`src/rtl/dyser_functional_unit_pkg.sv`:
```
// rtl/dyser_functional_unit_pkg.sv - shared width, direction codes and opcodes for the DySER tile
`ifndef PATH_WIDTH
`define PATH_WIDTH 64
`endif

package dyser_functional_unit_pkg;
  localparam int PATH_WIDTH = `PATH_WIDTH;

  typedef enum logic [1:0] {
    DIR_NW = 2'd0,
    DIR_NE = 2'd1,
    DIR_SW = 2'd2,
    DIR_SE = 2'd3
  } dir_e;

  typedef enum logic [1:0] {
    OP_ADD = 2'd0,
    OP_SUB = 2'd1,
    OP_AND = 2'd2,
    OP_XOR = 2'd3
  } opcode_e;
endpackage

```
`src/rtl/dyser_functional_unit_if.sv`:
```
// rtl/dyser_functional_unit_if.sv - token, credit and configuration bundle for one DySER tile
interface dyser_functional_unit_if;
  import dyser_functional_unit_pkg::*;

  logic [PATH_WIDTH:0] d_in_NW;
  logic [PATH_WIDTH:0] d_in_NE;
  logic [PATH_WIDTH:0] d_in_SE;
  logic [PATH_WIDTH:0] d_in_SW;
  logic                c_in_SE;
  logic [5:0]          conf;
  logic                c_out_NW;
  logic                c_out_NE;
  logic                c_out_SE;
  logic                c_out_SW;
  logic [PATH_WIDTH:0] d_out_SE;

  modport master (
    output d_in_NW, d_in_NE, d_in_SE, d_in_SW, c_in_SE, conf,
    input  c_out_NW, c_out_NE, c_out_SE, c_out_SW, d_out_SE
  );

  modport slave (
    input  d_in_NW, d_in_NE, d_in_SE, d_in_SW, c_in_SE, conf,
    output c_out_NW, c_out_NE, c_out_SE, c_out_SW, d_out_SE
  );
endinterface

```
`src/rtl/dyser_functional_unit_fu_comp_logic.sv`:
```
// rtl/dyser_functional_unit_fu_comp_logic.sv - combinational ALU of the tile
module fu_comp_logic
  import dyser_functional_unit_pkg::*;
(
  input  opcode_e               opcode,
  input  logic [PATH_WIDTH-1:0] a,
  input  logic [PATH_WIDTH-1:0] b,
  output logic [PATH_WIDTH-1:0] result
);

  always_comb begin
    result = '0;
    case (opcode)
      OP_ADD: result = a + b;
      OP_SUB: result = a - b;
      OP_AND: result = a & b;
      OP_XOR: result = a ^ b;
    endcase
  end

endmodule

```
`src/rtl/dyser_functional_unit.sv`:
```
// rtl/dyser_functional_unit.sv - DySER compute tile: operand capture, credit flow control, result register
module dyser_functional_unit
  import dyser_functional_unit_pkg::*;
#(
  parameter int INDEX = 0
) (
  input logic                    clk,
  input logic                    rst,
  dyser_functional_unit_if.slave bus
);

  if (INDEX < 0) begin : g_bad_index
    $error("dyser_functional_unit: INDEX must be non-negative");
  end

  logic [PATH_WIDTH:0]   ports [4];
  logic [PATH_WIDTH:0]   tok0;
  logic [PATH_WIDTH:0]   tok1;
  logic [1:0]            src0;
  logic [1:0]            src1;
  opcode_e               opcode;
  logic [PATH_WIDTH-1:0] b0;
  logic [PATH_WIDTH-1:0] b1;
  logic [PATH_WIDTH-1:0] result;
  logic                  b0_full;
  logic                  b1_full;
  logic                  credit;
  logic                  fire;
  logic [PATH_WIDTH:0]   d_out;
  logic [3:0]            c_out;

  assign ports[DIR_NW] = bus.d_in_NW;
  assign ports[DIR_NE] = bus.d_in_NE;
  assign ports[DIR_SW] = bus.d_in_SW;
  assign ports[DIR_SE] = bus.d_in_SE;

  assign src0   = bus.conf[3:2];
  assign src1   = bus.conf[1:0];
  assign opcode = opcode_e'(bus.conf[5:4]);
  assign tok0   = ports[src0];
  assign tok1   = ports[src1];
  assign fire   = b0_full & b1_full & credit;

  fu_comp_logic u_comp (
    .opcode (opcode),
    .a      (b0),
    .b      (b1),
    .result (result)
  );

  always_ff @(posedge clk or negedge rst) begin
    if (!rst) begin
      b0      <= '0;
      b1      <= '0;
      b0_full <= 1'b0;
      b1_full <= 1'b0;
      credit  <= 1'b1;
      d_out   <= '0;
      c_out   <= '0;
    end else begin
      c_out    <= '0;
      d_out[0] <= 1'b0;
      if (fire) begin
        d_out         <= {result, 1'b1};
        b0_full       <= 1'b0;
        b1_full       <= 1'b0;
        // Same-source config sets the same bit twice: one pulse back to that neighbour.
        c_out[src0]   <= 1'b1;
        c_out[src1]   <= 1'b1;
      end else begin
        if (!b0_full && tok0[0]) begin
          b0      <= tok0[PATH_WIDTH:1];
          b0_full <= 1'b1;
        end
        if (!b1_full && tok1[0]) begin
          b1      <= tok1[PATH_WIDTH:1];
          b1_full <= 1'b1;
        end
      end
      // A credit returning in the fire cycle wins, so the flag never loses a credit.
      credit <= bus.c_in_SE | (credit & ~fire);
    end
  end

  assign bus.d_out_SE = d_out;
  assign bus.c_out_NW = c_out[DIR_NW];
  assign bus.c_out_NE = c_out[DIR_NE];
  assign bus.c_out_SW = c_out[DIR_SW];
  assign bus.c_out_SE = c_out[DIR_SE];

endmodule

```
`src/flat_wrapper.sv`:
```
// flat-port wrapper written by rule: the top's interface ports become plain ports
module dyser_functional_unit_flat import dyser_functional_unit_pkg::*;
#(
  parameter int INDEX = 0
)
  (clk, rst, bus_d_in_NW, bus_d_in_NE, bus_d_in_SE, bus_d_in_SW, bus_c_in_SE, bus_conf, bus_c_out_NW, bus_c_out_NE, bus_c_out_SE, bus_c_out_SW, bus_d_out_SE);
  dyser_functional_unit_if bus_i ();
  input logic clk;
  input logic rst;
  input wire logic [$bits(bus_i.d_in_NW)-1:0] bus_d_in_NW;
  input wire logic [$bits(bus_i.d_in_NE)-1:0] bus_d_in_NE;
  input wire logic [$bits(bus_i.d_in_SE)-1:0] bus_d_in_SE;
  input wire logic [$bits(bus_i.d_in_SW)-1:0] bus_d_in_SW;
  input wire logic [$bits(bus_i.c_in_SE)-1:0] bus_c_in_SE;
  input wire logic [$bits(bus_i.conf)-1:0] bus_conf;
  output wire logic [$bits(bus_i.c_out_NW)-1:0] bus_c_out_NW;
  output wire logic [$bits(bus_i.c_out_NE)-1:0] bus_c_out_NE;
  output wire logic [$bits(bus_i.c_out_SE)-1:0] bus_c_out_SE;
  output wire logic [$bits(bus_i.c_out_SW)-1:0] bus_c_out_SW;
  output wire logic [$bits(bus_i.d_out_SE)-1:0] bus_d_out_SE;
  assign bus_i.d_in_NW = bus_d_in_NW;
  assign bus_i.d_in_NE = bus_d_in_NE;
  assign bus_i.d_in_SE = bus_d_in_SE;
  assign bus_i.d_in_SW = bus_d_in_SW;
  assign bus_i.c_in_SE = bus_c_in_SE;
  assign bus_i.conf = bus_conf;
  assign bus_c_out_NW = bus_i.c_out_NW;
  assign bus_c_out_NE = bus_i.c_out_NE;
  assign bus_c_out_SE = bus_i.c_out_SE;
  assign bus_c_out_SW = bus_i.c_out_SW;
  assign bus_d_out_SE = bus_i.d_out_SE;
  dyser_functional_unit #(.INDEX(INDEX)) u_core (.clk(clk), .rst(rst), .bus(bus_i));
endmodule
```
`config.mk`:
```
export PLATFORM = sky130hd
export DESIGN_NAME = dyser_functional_unit_flat
export DESIGN_NICKNAME = d
export VERILOG_FILES = /design/src/rtl/dyser_functional_unit_pkg.sv /design/src/rtl/dyser_functional_unit_if.sv /design/src/rtl/dyser_functional_unit_fu_comp_logic.sv /design/src/rtl/dyser_functional_unit.sv /design/src/flat_wrapper.sv
export SDC_FILE = /design/constraint.sdc
export NUM_CORES = 1
export LEC_CHECK = 0
export ABC_AREA = 1
export CORE_MARGIN = 4
export CORE_UTILIZATION = 50
export CTS_CLUSTER_SIZE = 24
export DETAILED_ROUTE_END_ITERATION = 10
export PLACE_DENSITY = 0.76
export SLEW_MARGIN = 5
export SYNTH_ARGS = -nofsm -noshare
export SYNTH_HDL_FRONTEND = slang
export SYNTH_SLANG_ARGS = --single-unit
```
`constraint.sdc`:
```
create_clock -name clk -period 3.6 [get_ports clk]
set_input_delay 0.72 -clock clk [delete_from_list [all_inputs] [get_ports clk]]
set_output_delay 0.72 -clock clk [all_outputs]
set_load 0.02 [all_outputs]
```
== Word-level counts from Yosys, hierarchy flattened ==
Index checks and enable logic that the tools add are counted.

* Flip-flop bits (word level): 200
* Bits in latches: 0
* Bits in writable memories: 0
* Memory bits (read-only): 0
* Input port bits: 269
* Word-level logic and storage cells: 57
* Memories: 0

* Add/subtract/negate cells: 2
* $mul: 0
* Divide/modulo/power cells: 0
* $lt $le $gt $ge: 6
* Eq/ne operators: 3
* Shift-type cells: 0
* Mux-type cells: 17
* Bitwise operators: 10
* Reductions and logical operators: 11

{| class="wikitable"
|+ Operators with widths
! cell !! count
|-
| binary-select mux 65 bit (select 2 bit) || 2
|-
| 2-to-1 mux 65 bit || 4
|-
| case mux 64 bit (4 select lines) || 1
|-
| adder 64 bit || 1
|-
| bitwise AND 64 bit || 1
|-
| subtractor 64 bit || 1
|-
| XOR 64 bit || 1
|-
| 2-to-1 mux 1 bit || 7
|-
| >= comparator 3 bit, second input constant || 2
|-
| less-than comparator 2 x 3 -> 1 bit, second input constant || 2
|-
| inverter 2 -> 3 bit || 2
|-
| demux 1 bit (select 2 bit) || 2
|-
| == test 2 bit, second input constant || 2
|-
| >= comparator 2 x 1 -> 1 bit, second input constant || 2
|-
| logical AND 1 bit || 4
|-
| 2-to-1 mux 4 bit || 1
|-
| bitwise OR 4 bit || 1
|-
| AND reduction 2 bit || 2
|-
| nonzero test 2 bit || 2
|-
| bitwise AND 1 bit || 3
|-
| == test 2 x 1 -> 1 bit, second input constant || 1
|-
| zero test 1 bit || 2
|-
| zero test 2 bit || 1
|-
| inverter 1 bit || 1
|-
| bitwise OR 1 bit || 1
|}

== Longest topological paths before layout ==
* Word-level depth: 7
* Gate-level depth with buffers: 27
* Depth with buffers taken out: 27

== Hierarchy ==
A second synthesis with hierarchy kept.

* Cells, all modules: 4,079
* Area, all modules: 22,347.7 µm²

{| class="wikitable"
|+ By module, submodules not included
! module !! instances !! cells each !! area an instance (µm²) !! seq. area each (µm²)
|-
| dyser_functional_unit || 1 || 2,115 || 12,612.1 || 5,006.1
|-
| fu_comp_logic || 1 || 1,964 || 9,735.6 || 0.0
|}

== Worst setup path after synthesis ==
Ideal clock, no wire load.

* Kind: input -> register
* Start: in bus_conf[5]
* End: reg u_core.d_out[24] (netlist: u_core.bus.d_out_SE[24])
* Setup time: 0.129 ns
* Arrival: 3.054 ns
* Path slack: 0.417 ns
* Stages: 16
* Cells stage by stage: buf_2 -> nor2_4 -> clkbuf_1 -> nor2_1 -> xor2_1 -> ha_1 -> buf_2 -> a21oi_1 -> nand2_1 -> nand2_1 -> nand2_1 -> nand2_1 -> nand3_1 -> or2_2 -> nand3_1 -> a2bb2oi_1

* Longest elaborated chain between the ends: 2

{| class="wikitable"
|+ RTL lines
! what !! RTL line !! RTL
|-
| start, declared || flat_wrapper.sv:15 || <nowiki>input wire logic [$bits(bus_i.conf)-1:0] bus_conf;</nowiki>
|-
| == test 2 bit, or another cell as far along || dyser_functional_unit_fu_comp_logic.sv:13 || <nowiki>case (opcode)</nowiki>
|-
| case mux 64 bit (4 select lines) (*) || dyser_functional_unit_fu_comp_logic.sv:13 ||
|-
| end signal, assigned || dyser_functional_unit.sv:64 || <nowiki>d_out <= {result, 1'b1};</nowiki>
|-
| end, declared || dyser_functional_unit.sv:29 || <nowiki>logic [PATH_WIDTH:0] d_out;</nowiki>
|}

Mark *: on every way between the ends. The rest lies on a longest branch, timed or not.
A chain may end at the register's enable or synchronous reset.

== Worst setup path in the final report ==
* Start: reg u_core.b1[7]
* End: reg u_core.d_out[59] (netlist: u_core.bus.d_out_SE[59])

* Longest elaborated chain between the ends: 2

{| class="wikitable"
|+ RTL lines
! what !! RTL line !! RTL
|-
| start, declared || dyser_functional_unit.sv:23 || <nowiki>logic [PATH_WIDTH-1:0] b1;</nowiki>
|-
| start signal, assigned || dyser_functional_unit.sv:76 || <nowiki>b1 <= tok1[PATH_WIDTH:1];</nowiki>
|-
| subtractor 64 bit / adder 64 bit (equally long branches) || dyser_functional_unit_fu_comp_logic.sv:15, dyser_functional_unit_fu_comp_logic.sv:14 ||
|-
| case mux 64 bit (4 select lines) (*) || dyser_functional_unit_fu_comp_logic.sv:13 ||
|}

Marks and branches as above.

==> run_results.csv <==
group,metric,value,unit
sta,holdWs,0.230,ns
cells_and_area,fill_cells,3257,
synthesis,synth_simple_gate_area_share,29.5,%
synthesis,yosys.area_share.xor_xnor,2.72,%
power,sw_frac_of_total,52.8,%
grt,grt_max_degree,78,
synthesis,postSynthCellCount,3204,
synthesis,avgSynthCellArea,6.23,um2
sta,hold_violations,0,
power,p_int,12.7,mW
sta,worstMarginPinSlew,1.01,ns
sta,fin_crit_sh,100,%
power,ir_worst_vdd,0.441,mV
synthesis,ys_seq_elements,200,
synthesis,yosysSeqAreaShare,25.1,%
synthesis,synth_top_family_by_area,"simple AND/OR/NAND/NOR gates",
synthesis,synthAdderAreaFrac,8.13,%
synthesis,synth_edf_count,0,
die,die_y,208,um
synthesis,syn_area,19900,um2
setup_path,r2r_slack,-0.01,ns
die,ioPinCount,338,
die,die_area,43200,um2
power,p_sw,14.2,mW
setup_path,cp_data_arrival_time,4.00,ns
grt,antenna_found_initial,4,
synthesis,ys_warn_count,0,
outcome,violations,"setup timing",
sta,fmax,277,MHz
power,power_density,965,nW/um2
cells_and_area,area_growth,39.4,%
worst_hold_path,min_path_type,"input port to asynchronous set/reset pin",
sta,slew_violations,0,
power,clkPwrFrac,8.2,%
die,fp-row-count,72,
die,fp.coreArea,39000,um2
sta,rsz0062_at_grt,"true",
die,die_w,208,um
synthesis,synth_cell_types,54,
outcome,run_status,"finished with violations",
setup_path,r2r_start,"u_core.b1[7]",
cells_and_area,fin_area,27800,um2
grt,grt_pass1_vias,24000,
cells_and_area,mostFrequentLayoutCells,"820 x nand2_1, 569 x inv_1, 335 x clkdlybuf4s50_1",
sta,skew,0.0226,ns
cts,cts-root-buf,"clkbuf_16",
detailed_routing,drt_pass1_iterations,7,
sta,relSlewSlack,32.8,%
detailed_routing,viasPerCell,5.84,
setup_path,worst_r2r_endpoint,"u_core.bus.d_out_SE[59]",
synthesis,synthFlopType,"dfrtp_1",
setup_path,critPathKind,"flip-flop to flip-flop",
placed_design,post-dp-hpwl,73900,um
detailed_routing,drc_errors,0,
detailed_routing,vias,25100,
sta,setup_viol_count_final,2,
detailed_routing,wirelength,92600,um
placed_design,port_buffers,337,
die,initial_core_util,51.1,%
cts,clock_tree.buffer_depth,2,
cts,clk-insertion-delay-late,0.46,ns
setup_path,cp-end-kind,"flip-flop",
cts,cts_tree,"yes",
power,power,26.8,mW
cells_and_area,layout_commonest_cell,"nand2_1",
cells_and_area,fin_nets,4168,
cells_and_area,utilization,71.3,%
cells_and_area,layout-drive-gt1-share,18.2,%
cts,h-tree-depth,4,
run,cap_violations,0,
grt,overflow,0,
placed_design,gp_congestion,1.04,
sta,period_minus_slack,3.61,ns
cts,clock-sinks,200,
power,p_leak,14.3,nW
setup_path,start_kind,"flip-flop",
sta,layout_setup_ws,-0.0135,ns
detailed_routing,drt-wirelength-per-cell,21.5,um
detailed_routing,drt_iter0_markers,3213,
setup_path,crit_fanout,4,
grt,grt_first_pass_wirelength,139000,um
power,pwr-share-comb,74.0,%
cts,clk_pin_slew,0.09,ns
synthesis,synth-compound-area-share,21.0,%
synthesis,async_flop_share,100,%
placed_design,placed_cell_area,26100,um2
synthesis,synthesis.nets,3602,
setup_path,rr_worst_depth,25,
synthesis,synthMuxAreaShare,0,%
detailed_routing,ant_nets,0,
cts,numCtsBuffers,17,
setup_path,cp_data_required_time,3.99,ns
grt,grtUsageTotal,40.7,%
power,pwr-share-seq,17.8,%
-- per-stage QoR --
step	worst slack [ns]	instances	TNS, ns
floorplan	0.417	3204	0
global placement	-0.589	4257	-16.89
detailed placement	-0.599	4257	-18.74
CTS	0.000826	4290	0
global route	-0.203	4305	-2.44
finish	-0.0135	4306	-0.0155
-- sequential cells by signal, indices dropped and copies added (netlist names) --
| signal | count |
|---|---|
| u_core.b1_full | 1 |
| u_core.c_out | 4 |
| u_core.credit | 1 |
| u_core.b1 | 64 |
| u_core.b0_full | 1 |
| u_core.b0 | 64 |
| u_core.bus.d_out_SE | 65 |
-- critical path, stage by stage (launching register included) --
cell      delay, ns
dfrtp_2        0.47
nor2_2         0.16
nand2_1        0.11
nor2_2         0.13
nand2_4        0.10
nor2_4         0.17
nand2_4        0.08
nor2_1         0.09
nor2_1         0.07
nor2_2         0.16
o21ai_2        0.12
xor2_1         0.16
ha_1           0.39
nand2_2        0.12
inv_2          0.07
nand2_4        0.07
buf_6          0.11
nor2_1         0.05
nor2_1         0.19
nand2_2        0.15
a21oi_2        0.14
buf_4          0.12
nand2_1        0.04
nand2_1        0.05
nand3_1        0.06
a21boi_1       0.15
-- routing by layer --
| metal | wire length [um] | vias to the layer above | global-route usage (%) |
|---|---|---|---|
| met5 | 0 | - | 0 |
| met4 | 4820 | 0 | 17.8 |
| met3 | 12000 | 274 | 9.84 |
| met2 | 38900 | 1788 | 60.8 |
| met1 | 36800 | 11600 | 56.3 |
| li1 | - | 11500 | - |
-- worst max path at each step --
stage / cells after the start / startpoint / slack [ns] / to
after CTS: 25 / u_core.b1[1] / 0.0008 / u_core.bus.d_out_SE[55]
after detailed placement: 20 / bus_conf[5] / -0.60 / u_core.bus.d_out_SE[19]
after global routing: 25 / u_core.b1[0] / -0.20 / u_core.bus.d_out_SE[54]
final: 25 / u_core.b1[7] / -0.01 / u_core.bus.d_out_SE[59]
after global placement: 20 / bus_conf[5] / -0.59 / u_core.bus.d_out_SE[19]
after floorplan: 16 / bus_conf[5] / 0.42 / u_core.bus.d_out_SE[24]
-- Yosys cell counts (26+ instances only) --
library cell | number | share of area [%]
nand2_1 | 903 | 17
inv_1 | 583 | 11
o21ai_0 | 300 | 7.5
nor2_1 | 262 | 4.9
dfrtp_1 | 199 | 25
ha_1 | 128 | 8.0
nand3_1 | 107 | 2.7
o22ai_1 | 104 | 3.3
clkbuf_1 | 93 | 1.7
a21oi_1 | 90 | 2.3
xor2_1 | 62 | 2.7
a221oi_1 | 60 | 2.6
or2_2 | 41 | 1.3
a2bb2oi_1 | 35 | 1.5
a22oi_1 | 26 | 0.98
o221ai_1 | 26 | 1.1
-- timing repair --
action / 4_1_cts / 5_1_grt
hold buffers: 0 / 0
cloned: 0 / 0
setup endpoints to repair: 22 / 48
setup buffers: 1 / 11
endpoints found under the hold margin: 0 / 0
resized for setup: 34 / 257
pin swaps: 9 / 70
-- kinds of logic after synthesis --
logic type               count (synthesis)
AND/OR/NAND/NOR                       1412
buffers and inverters                  711
AO/OA/AOI/OAI                          690
flip-flops                             200
adder cells (fa/ha/maj)                129
XOR/XNOR                                62
-- power by group through the flow --
stage | Clock (mW) | Sequential, mW | Combinational, mW
2_1_floorplan | 0 | 4.57 | 9.11
3_3_place_gp | 0 | 4.58 | 17.3
3_5_place_dp | 0 | 4.61 | 17.6
4_1_cts | 2.19 | 4.60 | 17.9
5_1_grt | 2.27 | 4.81 | 21.4
6_report | 2.19 | 4.77 | 19.9
-- area by class of cell --
| type | count | area (um2) | share of cell area, % |
|---|---|---|---|
| clock buffer | 17 | 425 | 1.53 |
| multi-input combinational | 2293 | 13300 | 47.7 |
| timing repair buffer | 667 | 6030 | 21.7 |
| antenna | 5 | 12.5 | 0.0450 |
| inverter | 591 | 2230 | 8.00 |
| clock inverter | 15 | 209 | 0.751 |
| sequential | 200 | 5010 | 18.0 |
| tap | 518 | 648 | 2.33 |
Power figures use the tool's default switching activity.
